==> config.mk <==
export PLATFORM = sky130hd
export DESIGN_NAME = touch_adc_scanner
export DESIGN_NICKNAME = d
export VERILOG_FILES = /design/src/rtl/touch_adc_pkg.sv /design/src/rtl/touch_sclk_gen.sv /design/src/rtl/touch_adc_scanner.sv
export SDC_FILE = /design/constraint.sdc
export NUM_CORES = 1
export LEC_CHECK = 0
export ABC_AREA = 0
export CAP_MARGIN = 20
export CORE_ASPECT_RATIO = 1.1
export CORE_UTILIZATION = 35
export CTS_BUF_LIST = sky130_fd_sc_hd__clkbuf_8 sky130_fd_sc_hd__clkbuf_16
export DETAILED_ROUTE_END_ITERATION = 8
export SYNTH_ARGS = -nofsm -noshare
export SYNTH_HDL_FRONTEND = slang
export SYNTH_SLANG_ARGS = --single-unit
==> constraint.sdc <==
create_clock -name cclk -period 4.2 [get_ports cclk]
set_clock_uncertainty 0.2 [all_clocks]
set_input_delay 1.05 -clock cclk [delete_from_list [all_inputs] [get_ports cclk]]
set_output_delay 1.05 -clock cclk [all_outputs]
set_load 0.01 [all_outputs]
==> src/rtl/touch_adc_pkg.sv <==
// touch_adc_pkg: shared FSM states, command layout and frame constants for the touch ADC scanner
package touch_adc_pkg;
  typedef enum logic [1:0] {IDLE, SETUP, SHIFT, GAP} state_t;
  localparam int CMD_START   = 7;
  localparam int CMD_ADDR_HI = 6;
  localparam int CMD_ADDR_LO = 4;
  localparam int FRAME_OFS   = 12;
  localparam int BUSY_EDGE   = 9;
  function automatic logic [7:0] cmd_byte(input logic [2:0] addr);
    logic [7:0] c;
    c = '0;
    c[CMD_START] = 1'b1;
    c[CMD_ADDR_HI:CMD_ADDR_LO] = addr;
    return c;
  endfunction
endpackage

==> src/rtl/touch_sclk_gen.sv <==
// touch_sclk_gen: divides cclk into touch_clk with one-cycle strobes marking each edge
module touch_sclk_gen #(
  parameter int CLK_DIV = 25
) (
  input  logic cclk,
  input  logic rstb,
  input  logic run,
  output logic touch_clk,
  output logic rise,
  output logic fall,
  output logic tick
);
  localparam int DW = $clog2(CLK_DIV);
  logic [DW-1:0] div;
  assign tick = div == DW'(CLK_DIV - 1);
  // half-period divider; clock parks low and divider restarts whenever run drops
  always_ff @(posedge cclk or negedge rstb)
    if (!rstb) begin
      div       <= '0;
      touch_clk <= 1'b0;
      rise      <= 1'b0;
      fall      <= 1'b0;
    end else begin
      div       <= run && !tick ? div + 1'b1 : '0;
      touch_clk <= run && (tick ? !touch_clk : touch_clk);
      rise      <= run && tick && !touch_clk;
      fall      <= run && tick && touch_clk;
    end
endmodule

==> src/rtl/touch_adc_scanner.sv <==
// touch_adc_scanner: cycles serial touch ADC channels, averages conversions and rejects frames without busy
module touch_adc_scanner
  import touch_adc_pkg::*;
#(
  parameter int CLK_DIV = 25,
  parameter int NUM_CH = 3,
  parameter int RES_BITS = 12,
  parameter int AVG_LOG2 = 4,
  parameter logic [3*NUM_CH-1:0] CH_ADDRS = {3'b011, 3'b001, 3'b101}
) (
  input  logic                       cclk,
  input  logic                       rstb,
  input  logic                       enable,
  input  logic                       start,
  input  logic                       touch_busy,
  input  logic                       data_in,
  output logic                       touch_clk,
  output logic                       data_out,
  output logic                       touch_csb,
  output logic [NUM_CH*RES_BITS-1:0] samples,
  output logic                       sample_valid,
  output logic [2:0]                 sample_ch,
  output logic                       scan_done,
  output logic                       busy_err
);
  localparam int FRAME = RES_BITS + FRAME_OFS;
  localparam int ACC_W = RES_BITS + AVG_LOG2;
  localparam int EW    = $clog2(FRAME + 1);
  localparam int GW    = $clog2(2 * CLK_DIV);
  localparam int CW    = AVG_LOG2 + 1;
  state_t state, state_nx;
  logic run, tick, rise, fall, fin, gap_end, more, setup_go, new_scan, last_ch, avg_full, scan_end;
  logic in_scan, pend, busy_ok;
  logic [EW-1:0] edge_cnt;
  logic [GW-1:0] gap_cnt;
  logic [2:0] ch;
  logic [7:0] cmd, cmd_sr;
  logic [RES_BITS-1:0] shreg;
  logic [ACC_W-1:0] acc, sum;
  logic [CW-1:0] cnt;
  assign cmd      = cmd_byte(CH_ADDRS[3*ch +: 3]);
  assign sum      = acc + ACC_W'(shreg);
  assign gap_end  = state == GAP && gap_cnt == GW'(2 * CLK_DIV - 1);
  assign more     = in_scan || enable || pend;
  assign fin      = state == SHIFT && state_nx == GAP;
  assign run      = (state == SETUP || state == SHIFT) && state_nx != GAP;
  assign setup_go = state_nx == SETUP && state != SETUP;
  assign new_scan = setup_go && (state == IDLE || !in_scan);
  assign last_ch  = ch == 3'(NUM_CH - 1);
  assign avg_full = cnt == CW'(2 ** AVG_LOG2 - 1);
  assign scan_end = fin && busy_ok && avg_full && last_ch;
  touch_sclk_gen #(.CLK_DIV(CLK_DIV)) u_sclk (
    .cclk(cclk), .rstb(rstb), .run(run),
    .touch_clk(touch_clk), .rise(rise), .fall(fall), .tick(tick)
  );
  // state register
  always_ff @(posedge cclk or negedge rstb)
    if (!rstb) state <= IDLE;
    else state <= state_nx;
  // next state: frame ends on the half-period boundary after the last falling edge
  always_comb begin
    state_nx = state;
    case (state)
      IDLE:    state_nx = enable || start ? SETUP : IDLE;
      SETUP:   state_nx = tick ? SHIFT : SETUP;
      SHIFT:   state_nx = tick && !touch_clk && edge_cnt == EW'(FRAME) ? GAP : SHIFT;
      GAP:     state_nx = gap_end ? (more ? SETUP : IDLE) : GAP;
      default: state_nx = IDLE;
    endcase
  end
  // frame datapath: command shift-out, busy/data capture, averaging and result write-back
  always_ff @(posedge cclk or negedge rstb)
    if (!rstb) begin
      touch_csb    <= 1'b1;
      data_out     <= 1'b0;
      samples      <= '0;
      sample_valid <= 1'b0;
      sample_ch    <= '0;
      scan_done    <= 1'b0;
      busy_err     <= 1'b0;
      edge_cnt     <= '0;
      gap_cnt      <= '0;
      cmd_sr       <= '0;
      shreg        <= '0;
      busy_ok      <= 1'b0;
      acc          <= '0;
      cnt          <= '0;
      ch           <= '0;
      in_scan      <= 1'b0;
      pend         <= 1'b0;
    end else begin
      sample_valid <= 1'b0;
      scan_done    <= 1'b0;
      busy_err     <= 1'b0;
      touch_csb    <= !(state_nx == SETUP || state_nx == SHIFT);
      gap_cnt      <= state == GAP && state_nx == GAP ? gap_cnt + 1'b1 : '0;
      pend         <= (start && state != IDLE) || (pend && !(gap_end && !in_scan));
      in_scan      <= new_scan || (in_scan && !scan_end);
      if (setup_go) begin
        edge_cnt <= '0;
        cmd_sr   <= cmd;
        data_out <= cmd[CMD_START];
      end else begin
        if (rise) edge_cnt <= edge_cnt + 1'b1;
        if (fall) begin
          data_out <= cmd_sr[CMD_START-1];
          cmd_sr   <= cmd_sr << 1;
        end
      end
      if (rise && edge_cnt == EW'(BUSY_EDGE - 1)) busy_ok <= touch_busy;
      if (rise && edge_cnt >= EW'(BUSY_EDGE) && edge_cnt < EW'(BUSY_EDGE + RES_BITS))
        shreg <= {shreg[RES_BITS-2:0], data_in};
      if (fin) begin
        if (!busy_ok) busy_err <= 1'b1;
        else if (avg_full) begin
          samples[RES_BITS*ch +: RES_BITS] <= RES_BITS'(sum >> AVG_LOG2);
          sample_valid <= 1'b1;
          sample_ch    <= ch;
          scan_done    <= last_ch;
          acc          <= '0;
          cnt          <= '0;
          ch           <= last_ch ? '0 : ch + 1'b1;
        end else begin
          acc <= sum;
          cnt <= cnt + 1'b1;
        end
      end
    end
endmodule

==> Word level (Yosys, flattened, before mapping) <==
Index checks and enable logic that the tools add are counted.
{ "word_totals": {"register_bits": 111, "latch_bits": 0, "ram_bits": 0, "rom_bits": 0, "input_bits": 6, "elab_cells": 120, "mem_count": 0} }
{ "classes": {"add_sub_neg": 7, "n_mul": 2, "n_div": 0, "order_cmp": 2, "eq_ne": 14, "shift": 3, "n_mux": 27, "bitwise_logic": 0, "reduce_logical": 43} }
{ "ops": {"columns": ["cell", "count"], "rows": [
  ["bitwise mux 36 bit", 1],
  ["variable shift 12 x 34 -> 36 bit (first input constant)", 1],
  ["variable part select 12 x 34 -> 36 bit", 1],
  ["negator 7 -> 34 bit", 1],
  ["logical AND 1 bit", 23],
  ["2-to-1 mux 5 bit", 4],
  ["adder 16 x 12 -> 16 bit", 1],
  ["2-to-1 mux 16 bit", 1],
  ["adder 5 x 1 -> 5 bit (second input constant)", 3],
  ["2-to-1 mux 1 bit", 14],
  ["2-to-1 mux 7 bit", 2],
  ["== test 5 x 4 -> 1 bit (second input constant)", 2],
  ["== test 5 bit (second input constant)", 2],
  ["multiplier 2 x 3 -> 5 bit (first input constant)", 2],
  ["variable part select 9 x 6 -> 3 bit (first input constant)", 1],
  ["== test 2 bit (second input constant)", 4],
  ["logical OR 1 bit", 8],
  ["case mux 2 bit (4 select lines)", 1],
  ["adder 6 x 1 -> 6 bit (second input constant)", 1],
  ["== test 6 bit (second input constant)", 1],
  ["zero test 1 bit", 6],
  ["2-to-1 mux 6 bit", 1],
  ["nonzero test 2 bit", 3],
  ["greater-or-equal comparator 5 x 4 -> 1 bit (second input constant)", 1],
  ["11 further kinds", 13]
]} }

==> Logic depth before layout (Yosys ltp) <==
{ "logic_depth": {"ltp_word": 13, "depth_mapped": 20, "mapped_depth_nobuf": 18} }

==> By module <==
Synthesis repeated with hierarchy kept, for this count alone.
{ "hier_totals": {"hier_cells": 641, "hier_area_um2": 6204.7} }
{ "by_module_without_submodules": {"columns": ["mod", "n_inst", "cells_per_inst", "area_each_um2"], "rows": [
  ["touch_adc_scanner", 1, 610, 5788.1],
  ["touch_sclk_gen", 1, 31, 416.6]
]} }

==> Worst setup path before layout <==
OpenSTA, ideal clock, no wires.
{ "synth_timing": {"kind": "input port to flip-flop", "from": "in enable", "to": "reg samples[25]", "setup_time_ns": 0.127, "t_arrival_ns": 3.132, "required_ns": 3.873, "slack_ns": 0.741, "stages": 13, "n_path_buf": 2, "path_cell_list": "o41ai_1 > a22oi_1 > ha_1 > and3_1 > clkbuf_1 > nand2_1 > buf_2 > inv_1 > and4b_1 > o21ai_1 > nor3_2 > a22oi_1 > o21ai_1"} }
{ "synth_via": {"elab_chain_cells": 8, "elab_cells_between_ends": 10} }
{ "synth_lines": {"columns": ["element", "line_no", "rtl"], "rows": [
  ["start: declaration", "touch_adc_scanner.sv:13", "input logic enable,"],
  ["logical OR 1 bit (2 in series)", "touch_adc_scanner.sv:44", "assign more = in_scan || enable || pend;"],
  ["2-to-1 mux 1 bit", "touch_adc_scanner.sv:67", "GAP: state_nx = gap_end ? (more ? SETUP : IDLE) : GAP;"],
  ["2-to-1 mux 2 bit", "touch_adc_scanner.sv:67", null],
  ["case mux 2 bit (4 select lines) *", "touch_adc_scanner.sv:63", "case (state)"],
  ["net state_nx[0]", "touch_adc_scanner.sv:31", "state_t state, state_nx;"],
  ["== test 2 bit *", "touch_adc_scanner.sv:45", "assign fin = state == SHIFT && state_nx == GAP;"],
  ["logical AND 1 bit *", "touch_adc_scanner.sv:45", null],
  ["AND reduction 3 bit (no source line) *", null, null],
  ["end signal: indexed assignment", "touch_adc_scanner.sv:116", "samples[RES_BITS*ch +: RES_BITS] <= RES_BITS'(sum >> AVG_LOG2);"],
  ["end: declaration", "touch_adc_scanner.sv:20", "output logic [NUM_CH*RES_BITS-1:0] samples,"]
]} }
The timed path passes the listed nets; every way through them passes the cells marked *.
A chain may end at the register's enable or synchronous reset.

==> Final worst setup path <==
{ "layout_timing": {"from": "reg ch[1]", "to": "reg samples[25]"} }
{ "layout_via": {"elab_chain_cells": 4, "elab_cells_between_ends": 5} }
{ "layout_lines": {"columns": ["element", "line_no", "rtl"], "rows": [
  ["start: declaration", "touch_adc_scanner.sv:36", "logic [2:0] ch;"],
  ["start signal: assignment", "touch_adc_scanner.sv:122", "ch <= last_ch ? '0 : ch + 1'b1;"],
  ["multiplier 2 x 3 -> 5 bit *", "touch_adc_scanner.sv:116", null],
  ["negator 7 -> 34 bit *", "touch_adc_scanner.sv:116", null],
  ["variable part select 12 x 34 -> 36 bit / variable shift 12 x 34 -> 36 bit (equally long branches)", "touch_adc_scanner.sv:116", null],
  ["bitwise mux 36 bit *", "touch_adc_scanner.sv:116", null]
]} }
Every way passes the cells marked *; elsewhere a longest branch is shown, timed or not.

==> results.md <==
- Largest net degree at the start of global routing: between 60 and 70
- Initial Utilization: a little over a third
- Post-synth top area share: a little over two fifths
- Final setup vio count: 0
- Clk sinks: ~110
- Ant diodes: 0
- Worst VDD drop: about 0.18 mV
- Fin crit period: approximately 3.7 ns
- Pwr/cell area: approximately 260 nW/µm²
- Gr usage total: between 15 and 20%
- H-tree Lvls: 3
- Slew headroom: between 30% and 40%
- Syn Nets: between 600 and 700
- Hold Path End: u_sclk.rise
- Synth-to-layout area growth: 18.5%
- Top post-synthesis cells by count: dfrtp_1, nand2_1, nor2_1
- Warnings from Yosys: 0
- # hold bufs at CTS: 0
- Worst reg2reg path depth: 11
- Total core area: approximately 17,000 µm²
- CTS Buffer Depth: 2
- Final Hold Slack: between 0.2 and 0.3 ns
- Hold path depth: 1
- Avg WL per Cell: between 15 and 20 µm
- Max-slew violation count: 0
- CTS root buf: clkbuf_16
- WP data arrival: 3.79 ns
- DRC errors left: 0
- Worst-path clk slew: 0.07 ns
- Total Wirelength: 15.3 mm
- Total global routing overflow: 0
- Ys flop type: dfrtp_1
- Critical Path End Type: flop
- Vias in the first global route: approximately 4,700
- Detail Placement HPWL: ~11 mm
- Post-CTS sizing: 0
- CP Class: flop to flop
- CP Max Fanout: 6
- Worst R2R End: samples[25]
- Initial antenna violation count: 0
- RSZ-0062 raised after global routing: false
- Synth area leaders: dfrtp_1, ha_1, nand2_1
- Slew @ Worst Pin: 0.917 ns
- Required @ worst endpoint: between 4 and 5 ns
- Reg2reg start: ch[1]
- Synthesized area per cell: 9.89 µm²
- Crit share post-route: between 80% and 90%
- Startpoint types: flop
- GPL Wtd Cong: between 0.8 and 0.9
- Post-Syn Area: 6070 µm²
- Share of cells above drive strength 1: between 10% and 20%
- Die width: 128 µm
- Initial DRT Pass Iterations: 5
- Number of synthesized register bits: around 110
- Final Hold Vio Count: 0
- Top-count cell post-synth: dfrtp_1
- Cts bufs inserted: 9
- Async S/R FF share, synth: 100%
- Synthesized instance count: 614
- Die Y: between 100 and 150 µm
- Number of max-cap violations: 0
- R2R setup slack: just under 0.5 ns
- Vias per cell: approximately 5.3
- Hold crit path type: flop to flop
- Hold path start: u_sclk.touch_clk
- Synth area leader: dfrtp_1
- Synth unique cells: 76
- Worst-Skew Late Latency: roughly 0.35 ns
- Die ar.: roughly 18,000 µm²
- Post-route ant nets: 0
- EDFF count, synth: 0
- Number of post-CTS setup repair buffers: 0
- Sequential fraction of the synthesis area: about 44%
- Row cnt: 50
- IO Count: around 50
- Status: finished, final reports clean
- Vias: approximately 4,800
- First-pass GRT wire length: 25.0 mm
- TNS Setup: 0 ns
- CTS tree: yes
- I/O Buffers: 50
- Fmax: 270 MHz
- Pleak: roughly 3.3 nW
- Final #Nets: 717
- First DRT Iteration DRCs: around 340
power by group:
part           internal [W]  leakage (nW)  switching (W)
logic            0.00000642          1.67      0.0000210
clock network      0.000456         0.152       0.000379
registers           0.00103          1.43    0.000000408
state kept, by name (all words and copies together), names as in the netlist, 5 cells and up:
| signal | cells |
|---|---|
| acc | 16 |
| samples | 36 |
| cnt | 5 |
| u_sclk.div | 5 |
| shreg | 12 |
| gap_cnt | 6 |
| edge_cnt | 5 |
per-layer routing:
metal	GRT usage [%]	vias up	part of all wire, %
met5	0	-	0
met4	6.33	0	1.5
met3	3.13	19	4.5
met2	29.7	114	49
met1	23.6	2346	45
li1	-	2325	-
metrics by stage:
stage / instance area, µm² / cells / util (%) / worst slack, ns / power, W
floorplan: 6070 / 614 / - / 0.741 / 0.00105
global placement: 6910 / 895 / 40.6 / 0.318 / 0.00108
detailed placement: 6910 / 895 / 40.6 / 0.189 / 0.00108
CTS: 7190 / 911 / 42.3 / 0.543 / 0.00192
global route: 7190 / 911 / 42.3 / 0.250 / 0.00196
finish: 7190 / 911 / 42.3 / 0.497 / 0.00189
logic make-up after synthesis:
logic type / count (synthesis) / share of synthesized area [%]
and+or+nand+nor: 222 / 18.1
AOI/OAI and AO/OA: 151 / 17.6
DFF: 107 / 44.1
buffers and inverters: 43 / 3.05
adders and majority gates: 39 / 8.29
xor gates and xnor gates: 26 / 4.00
muxes: 26 / 4.80
cells in the final DEF, fill, tap and decap left out, drive strengths merged, types with 5 or more instances in the layout:
cell	instances
o211ai	5
dfrtp	106
mux2i	7
ha	37
nand4	5
a21o	6
nor2b	8
mux2	19
xor2	16
a22oi	11
o21ai	36
o21a	8
clkbuf	9
inv	23
and3	8
nand3	20
nor3	13
nand2	75
nand2b	12
a211oi	5
nor2	61
a31oi	7
xnor2	10
clkdlybuf4s50	49
a22o	9
buf	19
clkinv	5
a21oi	26
worst max-delay path, cell delays in order (launching register included):
cell and delay (ns):
dfrtp_1 0.46, ha_1 0.32, fa_1 0.44, xnor2_2 0.21
and3_1 0.22, ha_1 0.19, a41oi_1 0.57, and4b_1 0.41
o21ai_1 0.19, nor3_2 0.23, a22oi_1 0.10, o21ai_1 0.09
final cells by class:
type | count | area (µm²)
flip-flops and latches | 107 | 2680
fillers | 1669 | 9820
inverters | 22 | 82.6
clock buffers | 9 | 225
multi-input cells | 464 | 3210
well taps | 234 | 293
repair buffers | 68 | 646
clock inverters | 7 | 61.3
worst max-delay path by stage:
stage	from	cells past startpoint	endpoint	slack (ns)
2_1_floorplan	enable	13	samples[25]	0.74
3_3_place_gp	enable	11	samples[9]	0.32
3_5_place_dp	enable	12	samples[25]	0.19
4_1_cts	enable	12	samples[25]	0.54
5_1_grt	ch[1]	11	samples[25]	0.25
6_report	ch[1]	11	samples[25]	0.50
(Power assumes the default switching activity.)
